--- config.mk ---
export PLATFORM = sky130hd
export DESIGN_NAME = mpy_sequencer
export DESIGN_NICKNAME = d
export VERILOG_FILES = /design/src/rtl/mpy_sequencer.sv
export SDC_FILE = /design/constraint.sdc
export NUM_CORES = 1
export LEC_CHECK = 0
export CORE_UTILIZATION = 49
export CTS_CLUSTER_SIZE = 25
export DETAILED_ROUTE_END_ITERATION = 8
export PLACE_DENSITY = 0.76
export SLEW_MARGIN = 30
export SYNTH_ARGS = -nofsm -noshare
export SYNTH_HDL_FRONTEND = slang
export SYNTH_SLANG_ARGS = --single-unit
--- constraint.sdc ---
create_clock -name i_clk -period 4.3 [get_ports i_clk]
set_input_delay 0.43 -clock i_clk [delete_from_list [all_inputs] [get_ports i_clk]]
set_output_delay 0.43 -clock i_clk [all_outputs]
set_load 0.02 [all_outputs]
--- src/rtl/mpy_sequencer.sv ---
// Operand FIFO + one-job-at-a-time driver for an unsigned shift-add multiplier, with sign
// handling. Acceptance to o_valid = 3 + busy cycles; o_ready drops only when the FIFO is full.
module mpy_sequencer #(
   parameter int IW     = 32,
   parameter int LGFIFO = 2
) (
   input  logic            i_clk,
   input  logic            i_reset,
   input  logic            i_valid,
   output logic            o_ready,
   input  logic [IW-1:0]   i_a,
   input  logic [IW-1:0]   i_b,
   input  logic            i_signed,
   output logic            o_mpy_stb,
   output logic [IW-1:0]   o_mpy_a,
   output logic [IW-1:0]   o_mpy_b,
   input  logic            i_mpy_busy,
   input  logic [2*IW-1:0] i_mpy_result,
   output logic            o_valid,
   input  logic            i_ready,
   output logic [2*IW-1:0] o_result
);

   localparam int EW    = 2*IW + 1;
   localparam int DEPTH = 2**LGFIFO;

   typedef enum logic [1:0] {S_IDLE, S_ISSUE, S_WAIT, S_DONE} state_t;

   // ---------------- operand FIFO: {|a|, |b|, neg} ----------------
   logic [EW-1:0]   mem_q [DEPTH];
   logic [LGFIFO:0] wr_q, wr_d, rd_q, rd_d;
   logic            fifo_full, fifo_empty, fifo_push, fifo_pop;
   logic [EW-1:0]   push_dat, head_dat;
   logic [IW-1:0]   mag_a, mag_b;
   logic            push_neg;

   // Negation is modulo 2^IW, so the most negative value maps to itself.
   always_comb begin
      mag_a    = (i_signed && i_a[IW-1]) ? -i_a : i_a;
      mag_b    = (i_signed && i_b[IW-1]) ? -i_b : i_b;
      push_neg = i_signed & (i_a[IW-1] ^ i_b[IW-1]);
      push_dat = {mag_a, mag_b, push_neg};
   end

   assign fifo_full  = (wr_q ^ rd_q) == {1'b1, {LGFIFO{1'b0}}};
   assign fifo_empty = (wr_q == rd_q);
   assign fifo_push  = i_valid && !fifo_full;
   assign o_ready    = !fifo_full;
   assign head_dat   = mem_q[rd_q[LGFIFO-1:0]];

   always_comb begin
      wr_d = wr_q;
      rd_d = rd_q;
      if (fifo_push) wr_d = wr_q + 1'b1;
      if (fifo_pop)  rd_d = rd_q + 1'b1;
   end

   always_ff @(posedge i_clk or posedge i_reset) begin
      if (i_reset) begin
         wr_q <= '0;
         rd_q <= '0;
      end else begin
         wr_q <= wr_d;
         rd_q <= rd_d;
      end
   end

   always_ff @(posedge i_clk) begin
      if (fifo_push) mem_q[wr_q[LGFIFO-1:0]] <= push_dat;
   end

   // ---------------- job sequencer ----------------
   state_t          state_q, state_d;
   logic            stb_q, stb_d;
   logic [IW-1:0]   mpy_a_q, mpy_a_d, mpy_b_q, mpy_b_d;
   logic            neg_q, neg_d;
   logic            valid_q, valid_d;
   logic [2*IW-1:0] result_q, result_d;

   always_comb begin
      state_d  = state_q;
      stb_d    = stb_q;
      mpy_a_d  = mpy_a_q;
      mpy_b_d  = mpy_b_q;
      neg_d    = neg_q;
      valid_d  = valid_q;
      result_d = result_q;
      fifo_pop = 1'b0;
      case (state_q)
         // Waiting on busy also covers a multiplier still running a job from before a reset.
         S_IDLE: begin
            if (!fifo_empty && !i_mpy_busy) begin
               fifo_pop                   = 1'b1;
               {mpy_a_d, mpy_b_d, neg_d}  = head_dat;
               stb_d                      = 1'b1;
               state_d                    = S_ISSUE;
            end
         end
         S_ISSUE: begin
            stb_d   = 1'b0;
            state_d = S_WAIT;
         end
         // The product is only present on the first non-busy cycle.
         S_WAIT: begin
            if (!i_mpy_busy) begin
               result_d = neg_q ? -i_mpy_result : i_mpy_result;
               valid_d  = 1'b1;
               state_d  = S_DONE;
            end
         end
         S_DONE: begin
            if (i_ready) begin
               valid_d = 1'b0;
               state_d = S_IDLE;
            end
         end
         default: state_d = S_IDLE;
      endcase
   end

   always_ff @(posedge i_clk or posedge i_reset) begin
      if (i_reset) begin
         state_q  <= S_IDLE;
         stb_q    <= 1'b0;
         mpy_a_q  <= '0;
         mpy_b_q  <= '0;
         neg_q    <= 1'b0;
         valid_q  <= 1'b0;
         result_q <= '0;
      end else begin
         state_q  <= state_d;
         stb_q    <= stb_d;
         mpy_a_q  <= mpy_a_d;
         mpy_b_q  <= mpy_b_d;
         neg_q    <= neg_d;
         valid_q  <= valid_d;
         result_q <= result_d;
      end
   end

   assign o_mpy_stb = stb_q;
   assign o_mpy_a   = mpy_a_q;
   assign o_mpy_b   = mpy_b_q;
   assign o_valid   = valid_q;
   assign o_result  = result_q;

endmodule

# Yosys cells after proc, flatten, opt, wreduce, memory -nomap -nowiden
# Memory sizes are Yosys's and may differ from the RTL's. A register that Yosys moved wholly into a read port is not among the register bits.
# Cells that the tools add are included.
# word_totals
regBits	74
mem_bits_rw	260
out_inout_bits	131
memories	1
# memory_table
memory	depth	word_bits	read_ports	rd_clocked_by_memory_dff	wr	line_no	text
mem_q	4	65	1	1	1	30	logic [EW-1:0] mem_q [DEPTH];
# classes
add_sub_neg	5
n_eq_ne	8
mux	16
bitwise	4
n_reduce_logical	15
# op_table
op	n
32-bit 2-to-1 mux	2
64-bit 2-to-1 mux	1
32-bit negation	2
64-bit negation	1
2-bit one-hot mux with 4 select lines	1
1-bit 2-to-1 mux	7
3-bit by 1-bit adder with 3-bit output, second input constant	2
2-bit 2-to-1 mux	3
2-bit != test, second input constant	3
2-bit AND reduction	3
3-bit AND reduction	2
2-bit == test, second input constant	2
1-bit logical AND	4
1-bit one-hot mux with 2 select lines	2
2-bit nonzero test	2
3-bit == test	1
3-bit == test, second input constant	1
1-bit logical NOT	3
3-bit bitwise XOR	1
2-bit by 1-bit == test with 1-bit output, second input constant	1
2-bit logical NOT	1
1-bit AND	1
1-bit inverter	1
1-bit bitwise XOR	1

# Logic depth before layout (Yosys ltp)
# Gate-level depths: netlist of the first run.
# depth
word_depth	6
mapped_depth	10
ltp_nobuf	8

# Least setup slack after synthesis of the first run
# Ideal clock, no wire load.
# synth_path
path_type	register to register
startpoint	register rd_q[0]
endpoint	memory mem_q[3][0] (netlist bit) (enable)
setup_ns	0.432
arrival_ns	2.600
required_time_ns	3.868
path_slack_ns	1.268
path_stages_with_launch	5
path_buffers	1
period_less_slack_ns	3.032
cell_sequence	dfrtp_1 > clkbuf_1 > xor2_1 > or3_1 > and3_1
# synth_between
elab_chain_len	6
# synth_lines
item	line_no	text
start, declared	31	logic [LGFIFO:0] wr_q, wr_d, rd_q, rd_d;
start signal, assigned	64	rd_q <= rd_d;
3-bit bitwise XOR	45	assign fifo_full = (wr_q ^ rd_q) == {1'b1, {LGFIFO{1'b0}}};
3-bit == test	45	
1-bit logical NOT	--	
via o_ready	10	output logic o_ready,
1-bit logical AND	47	assign fifo_push = i_valid && !fifo_full;
1-bit 2-to-1 mux	69	if (fifo_push) mem_q[wr_q[LGFIFO-1:0]] <= push_dat;
1-bit 2-to-1 mux (implied by the code)	69	
end, declared	30	
# The timed path passes the listed nets, and every way through them passes these cells.

# Worst setup path in the final report of the first run
# layout_path
startpoint	register rd_q[0]
endpoint	output port o_ready
# layout_between
elab_chain_len	3
# layout_lines
item	line_no	text
3-bit bitwise XOR	45	
3-bit == test	45	
1-bit logical NOT	48	assign o_ready = !fifo_full;
end, declared	10	
# No other way between the ends.

==> results of run 1 <==
## routing by layer
layer	up-vias	routed length (microns)
met1	5412	16400
met5	-	0
met2	413	20000
met4	0	964
met3	78	3140
li1	4899	-
## layout by cell type (no fill, tap or decap), types with 10 or more instances in the layout
| master | count |
|---|---|
| a21oi_1 | 19 |
| buf_4 | 11 |
| clkbuf_1 | 16 |
| clkbuf_16 | 42 |
| clkdlybuf4s50_1 | 264 |
| dfrtp_1 | 136 |
| edfxtp_1 | 260 |
| ha_1 | 13 |
| inv_1 | 18 |
| mux2_2 | 67 |
| mux4_2 | 65 |
| nand2_1 | 103 |
| nor2_1 | 25 |
| nor3_1 | 21 |
| nor4_1 | 10 |
| o21ai_0 | 65 |
| o21ai_1 | 31 |
| o31ai_1 | 26 |
| or3_1 | 14 |
| or4_1 | 17 |
| xnor2_1 | 38 |
| xor2_1 | 90 |
## cells by family after synthesis
group,Yosys count
AO/OA/AOI/OAI,171
XOR/XNOR,128
adder cells (fa/ha/maj),13
buffers and inverters,72
flip-flops,399
multiplexers,133
AND/OR/NAND/NOR,230
## cell usage after synthesis, drive strengths merged, types with 12 or more instances
master	instances
a21oi	19
buf	15
clkbuf	38
dfrtp	139
edfxtp	260
ha	13
inv	19
mux2	67
mux4	65
nand2	105
nor2	25
nor3	21
nor4	12
o21ai	96
o31ai	30
o41ai	16
or3	14
or4	17
xnor2	38
xor2	90
## worst paths after layout
check | start | to | slack, ps | depth (start not counted)
max | rd_q[0] | o_ready | 1260 | 3
min | i_reset | o_result[48] | 420 | 2
max reg2reg | rd_q[0] | mem_q[2][23] | 1350 | 4
min reg2reg | o_result[29] | o_result[29] | 480 | 2
max in group asynchronous | i_reset | o_result[50] | 3090 | 3
min in group i_clk | o_result[29] | o_result[29] | 480 | 2
## state kept, by name, indices dropped and copies added, names as in the netlist
name	flops
o_mpy_a	32
o_valid	1
mem_q	260
neg_q	1
wr_q	3
o_mpy_stb	1
o_result	64
state_q	2
o_mpy_b	32
rd_q	3
## report_power, final
part           internal [uW]  switching (uW)  total [uW]
registers               5440             627        6060
clock network           2110            1460        3570
logic                   2720            2880        5600
## through the flow
stage	instance area, sq um	utilization, %
final	22000	63.3
after global routing	22000	63.3
after CTS	22000	63.3
after detailed placement	20600	59.3
after global placement	20500	59.2
after floorplan	17400	-
## worst max-delay path, stage by stage, from the launching register on
cell and delay, ps:
dfrtp_4 820, xor2_1 160, or3_1 470, clkdlybuf4s50_1 610
## area by class of cell
cell class | instances | area (sq um)
multi-input combinational | 675 | 5830
timing repair buffer | 280 | 2830
clock buffer | 61 | 1150
clock inverter | 17 | 209
tap | 455 | 569
inverter | 19 | 78.8
fill | 2546 | 12700
antenna | 1 | 2.50
sequential | 399 | 11300
==> qor.yml, run 1 <==
cp-start-kind: "register"
synth_sequential_area_ratio_pct: 64.9
timing.slew.headroom_pct: 40.1
synth.cell_area_sq_um: 17400
mappedNetlistNets: 1293
adder_and_majority_gate_portion_of_the_synthesized_area_pct: 0.936
yosys_register_bits: 399
io_pins: 265
layout_min_cycle_time_ps: 3040
grt_pass1_vias: 11100
vias_per_cell: 5.66
outcome: "completed"
areaGrowthSynthToFinish_pct: 26.4
h-tree-depth: 2
worstSkewPairLatency_ps: 550
detailedPlacementHpwl_mm: 26.7
power.ir.vdd_worst_v: 0.000424
final_max_slew_viol_count: 0
clkTransAtPathRegs_ps: 60
synth_top_area_share_pct: 44.9
place_worst_setup_slack_ps: 791
cts_setup_buffers: 0
portBuffers: 264
post_synthesis_compound_gate_area_fraction_pct: 6.42
grt_start_max_net_pins: 87
tritoncts.num_buffers: 42
globalRouteMet3Util_pct: 4.62
syn-instance-count: 1146
hold_buffers: 0
clock_path_buffers: 3
detail_route.wl_per_cell_microns: 21.2
ys.warnings.count: 0
finClkSkew_ps: 11.7
synth_cell_type_count: 53
timing.final.ws_setup_ps: 1260
antenna_violations_before_repair: 2
static-leakage-power_uw: 0.00789
coreArea_sq_um: 34700
clock_net_sink_count: 399
synth_top_family_by_area: "multiplexers"
yosys-top-cells-area: "edfxtp_1 (45%), dfrtp_1 (20%), mux4_2 (8.4%), xor2_1 (4.5%), mux2_2 (4.3%)"
groute.layer.met1.usage_pct: 29.4
busiest_layer: "met2"
fmaxAchievable_ghz: 0.329
drv_cap: 0
place.gp.congestion: 0.892
synth_simple_gate_area_share_pct: 6.79
dominantRegCellSynth: "edfxtp_1"
finalWirelength_mm: 40.5
setup_repair_after_global_routing_missed_its_margin: "no"
cts_tree: "yes"
synthMuxAreaShare_pct: 12.8
setup_total_negative_slack_ps: 0
finalNonFillerCells: 1907
critPathKind: "reg2out"
synth-async-reset-ratio_pct: 34.8
detailedRoute.firstIterationViolations: 599
detail-route-antenna-nets: 0
globalRouteTotalUtil_pct: 22.7
die-width_microns: 190
dp.cells: 1828
num_rows: 68
syn_avg_cell_area_sq_um: 15.2
die_height_microns: 190
finalSetupViolations: 0
number_of_enable_flip_flop_cells_after_synthesis: 260
use_met2_pct: 38.6
layout.nets: 1564
timing.critical_path.arrival_ps: 2610
post-route-period-util_pct: 70.6
synth_xor_xnor_area_share_pct: 6.45
report.power.total_uw: 15200
detail_route.first_pass.iterations: 5
wire_length_of_the_first_global_routing_pass_mm: 62.8
final_layout_size_suffix_gt1_share_pct: 16.4
floorplan.initialDensity_pct: 50.1
worstSetupEndpointType: "primary output"
timing.final.hold_violations: 0
die_area_sq_um: 36200
power_density_nw_per_um2: 694
worst_pin_slew_ps: 899
global_route_congestion_overflow_total: 0
yosysTopAreaCell: "edfxtp_1"
crit_required_ps: 3870
hold_path_class: "in2async"
drt_drc_violations_left: 0
routed-via-count: 10800
cts.repair.resized: 0
worst_hold_slack_ps: 423
critical_path_peak_fanout: 28
clk_root_buffer_cell: "clkbuf_16"
Power figures use the tool's default switching activity.
==> run 2: changes to the inputs <==
--- a/config.mk
+++ b/config.mk
@@ -5,10 +5,10 @@
 export SDC_FILE = /design/constraint.sdc
 export NUM_CORES = 1
 export LEC_CHECK = 0
-export CORE_UTILIZATION = 49
+export CORE_UTILIZATION = 54
 export CTS_CLUSTER_SIZE = 25
 export DETAILED_ROUTE_END_ITERATION = 8
-export PLACE_DENSITY = 0.76
+export PLACE_DENSITY = 0.8
 export SLEW_MARGIN = 30
 export SYNTH_ARGS = -nofsm -noshare
 export SYNTH_HDL_FRONTEND = slang
==> constraint.sdc (replaced) <==
create_clock -name i_clk -period 3.2 [get_ports i_clk]
set_input_delay 0.32 -clock i_clk [delete_from_list [all_inputs] [get_ports i_clk]]
set_output_delay 0.32 -clock i_clk [all_outputs]
set_load 0.02 [all_outputs]
==> qor.yml, run 2 (synthesis gave the netlist of run 1 again) <==
routed-via-count: 10900  # was 10800
register_area_sq_um: 11300  # unchanged
place.gp.congestion: 0.924  # was 0.892
finClkSkew_ps: 24.5  # was 11.7 ps
place_worst_setup_slack_ps: 65.0  # was 791 ps
h-tree-depth: 2  # unchanged
cts_setup_buffers: 0  # unchanged
num_rows: 65  # was 68
die_height_microns: 181  # was 190 microns
hold_path_class: "in2async"  # unchanged
internal-power_uw: 13800  # was 10300 uW
areaGrowthSynthToFinish_pct: 27.0  # was 26.4%
die-width_microns: 181  # was 190 microns
comb_power_share_pct: 37.4  # was 36.7%
netSwitchingFraction_pct: 32.5  # was 32.6%
area_occupied_by_multi_input_gates_sq_um: 5830  # about the same
timing.slew.headroom_pct: 39.6  # was 40.1%
clock_path_buffers: 3  # unchanged
portBuffers: 264  # unchanged
grt_start_max_net_pins: 102  # was 87
timing.final.hold_violations: 0  # unchanged
worstSetupEndpointType: "register"  # was primary output
clk_root_buffer_cell: "clkbuf_16"  # unchanged
cts.repair.resized: 0  # unchanged
drt_drc_violations_left: 0  # unchanged
hold_buffers: 0  # unchanged
layout_min_cycle_time_ps: 2650
wire_length_of_the_first_global_routing_pass_mm: 62.7  # was 62.8 mm
floorplan.initialDensity_pct: 54.9  # was 50.1%
detail_route.wl_per_cell_microns: 21.7  # was 21.2 microns
timing.critical_path.arrival_ps: 2920  # was 2610 ps
timing.final.ws_setup_ps: 547  # was 1260 ps
worstSkewPairLatency_ps: 530  # was 550 ps
setup_repair_after_global_routing_missed_its_margin: "no"  # unchanged
power.sequential.fraction_pct: 39.4  # was 39.8%
clock_net_sink_count: 399  # unchanged
setup_total_negative_slack_ps: 0  # unchanged
fmaxAchievable_ghz: 0.377
grt_pass1_vias: 11300  # was 11100
vias_per_cell: 5.81  # was 5.66
tritoncts.num_buffers: 41  # was 42
static-leakage-power_uw: 0.00801  # was 0.00789 uW
detail_route.first_pass.iterations: 5  # unchanged
drv_cap: 0  # unchanged
final_layout_size_suffix_gt1_share_pct: 18.0  # was 16.4%
fill_cells: 2088  # was 2546
power.ir.vdd_worst_v: 0.000581  # was 0.000424 V
global_route_congestion_overflow_total: 0  # unchanged
layout.nets: 1583  # was 1564
globalRouteTotalUtil_pct: 25.1  # was 22.7%
io_pins: 265  # unchanged
finalWirelength_mm: 40.6  # was 40.5 mm
cts_tree: "yes"  # unchanged
layout_commonest_cell: "clkdlybuf4s50_1"  # unchanged
die_area_sq_um: 32900  # was 36200 sq um
detail-route-antenna-nets: 0  # unchanged
antenna_violations_before_repair: 4  # was 2
post-route-period-util_pct: 82.9
clock_power_share_pct: 23.2  # was 23.4%
cp-start-kind: "primary input"  # was register
final_cell_mix: "clkdlybuf4s50_1 (264), edfxtp_1 (260), dfrtp_1 (136)"  # unchanged
final_max_slew_viol_count: 0  # unchanged
worst_pin_slew_ps: 905  # was 899 ps
finalSetupViolations: 0  # unchanged
clkTransAtPathRegs_ps: 60  # about the same
coreArea_sq_um: 31600  # was 34700 sq um
largest_register_ffs: 260  # unchanged
critPathKind: "in2reg"  # was reg2out
detailedRoute.firstIterationViolations: 744  # was 599
power.switching_uw: 6660  # was 4960 uW
outcome: "completed"  # unchanged
detailedPlacementHpwl_mm: 26.5  # was 26.7 mm
critical_path_peak_fanout: 4  # was 28
power_density_nw_per_um2: 928  # was 694 nW/um^2
crit_required_ps: 3470  # was 3870 ps
setup_slack_of_the_most_critical_reg_to_reg_path_ps: 690  # was 1350 ps
[run 2: changes by cell type in the layout (fill, tap and decap cells not counted), sizes merged]
cell      previous run  this run
buf                 16        36
clkbuf              61        53
clkinv               8        16
clkinvlp             3         2
diode                1         4
inv                 21        18
[run 2: routing by layer]
| metal | vias to the layer above | routed length (microns) | GRT usage (%) |
|---|---|---|---|
| met3 | 73 | 3020 | 5.80 |
| met5 | - | 0 | 0 |
| met1 | 5444 | 16700 | 32.6 |
| met2 | 425 | 19700 | 42.1 |
| met4 | 0 | 1110 | 8.17 |
| li1 | 4940 | - | - |
[run 2: worst paths after layout]
kind | endpoint | cells after the start | from
worst max-delay path | mem_q[2][32] | 8 | i_b[6]
worst min-delay path | o_mpy_a[9] | 2 | i_reset
worst max register to register | mem_q[3][39] | 4 | rd_q[0]
worst min register to register | o_result[32] | 2 | o_result[32]
max in group asynchronous | o_mpy_b[1] | 3 | i_reset
min in group i_clk | o_valid | 3 | i_ready
[run 2: metrics by stage]
| step | utilization (%) | area (sq um) | std cells | hold WS, ps | power (uW) |
|---|---|---|---|---|---|
| 2_1_floorplan | - | 17400 | 1146 | 419 | 12700 |
| 3_3_place_gp | 65.5 | 20700 | 1795 | 461 | 15700 |
| 6_report | 69.8 | 22100 | 1873 | 104 | 20500 |
| 5_1_grt | 69.8 | 22100 | 1871 | 112 | 21500 |
| 4_1_cts | 69.7 | 22100 | 1869 | 92.1 | 20700 |
| 3_5_place_dp | 65.5 | 20700 | 1795 | 469 | 15900 |
[run 2: worst max-delay path: stages]
cell and delay (ps):
clkdlybuf4s50_1 460, nor4_1 580, nand4_1 310, or2_2 380
nor3_1 210, buf_4 180, nand2_1 50, a21boi_0 420
[run 2: cell type report]
cell class | count | area share (%)
antenna | 4 | 0.0453
clock buffer | 53 | 5.13
clock inverter | 21 | 0.986
inverter | 19 | 0.340
multi-input combinational | 675 | 26.4
sequential | 399 | 51.2
tap | 402 | 2.28
timing repair buffer | 300 | 13.7
[run 2: power by group through the flow]
stage                     sequential, uW  combinational, uW  clock [uW]
final                               8080               7650        4750
after global routing                8240               8220        5050
after CTS                           8100               7760        4850
after detailed placement            8180               7710           0
after global placement              8090               7570           0
after floorplan                     8940               3720           0
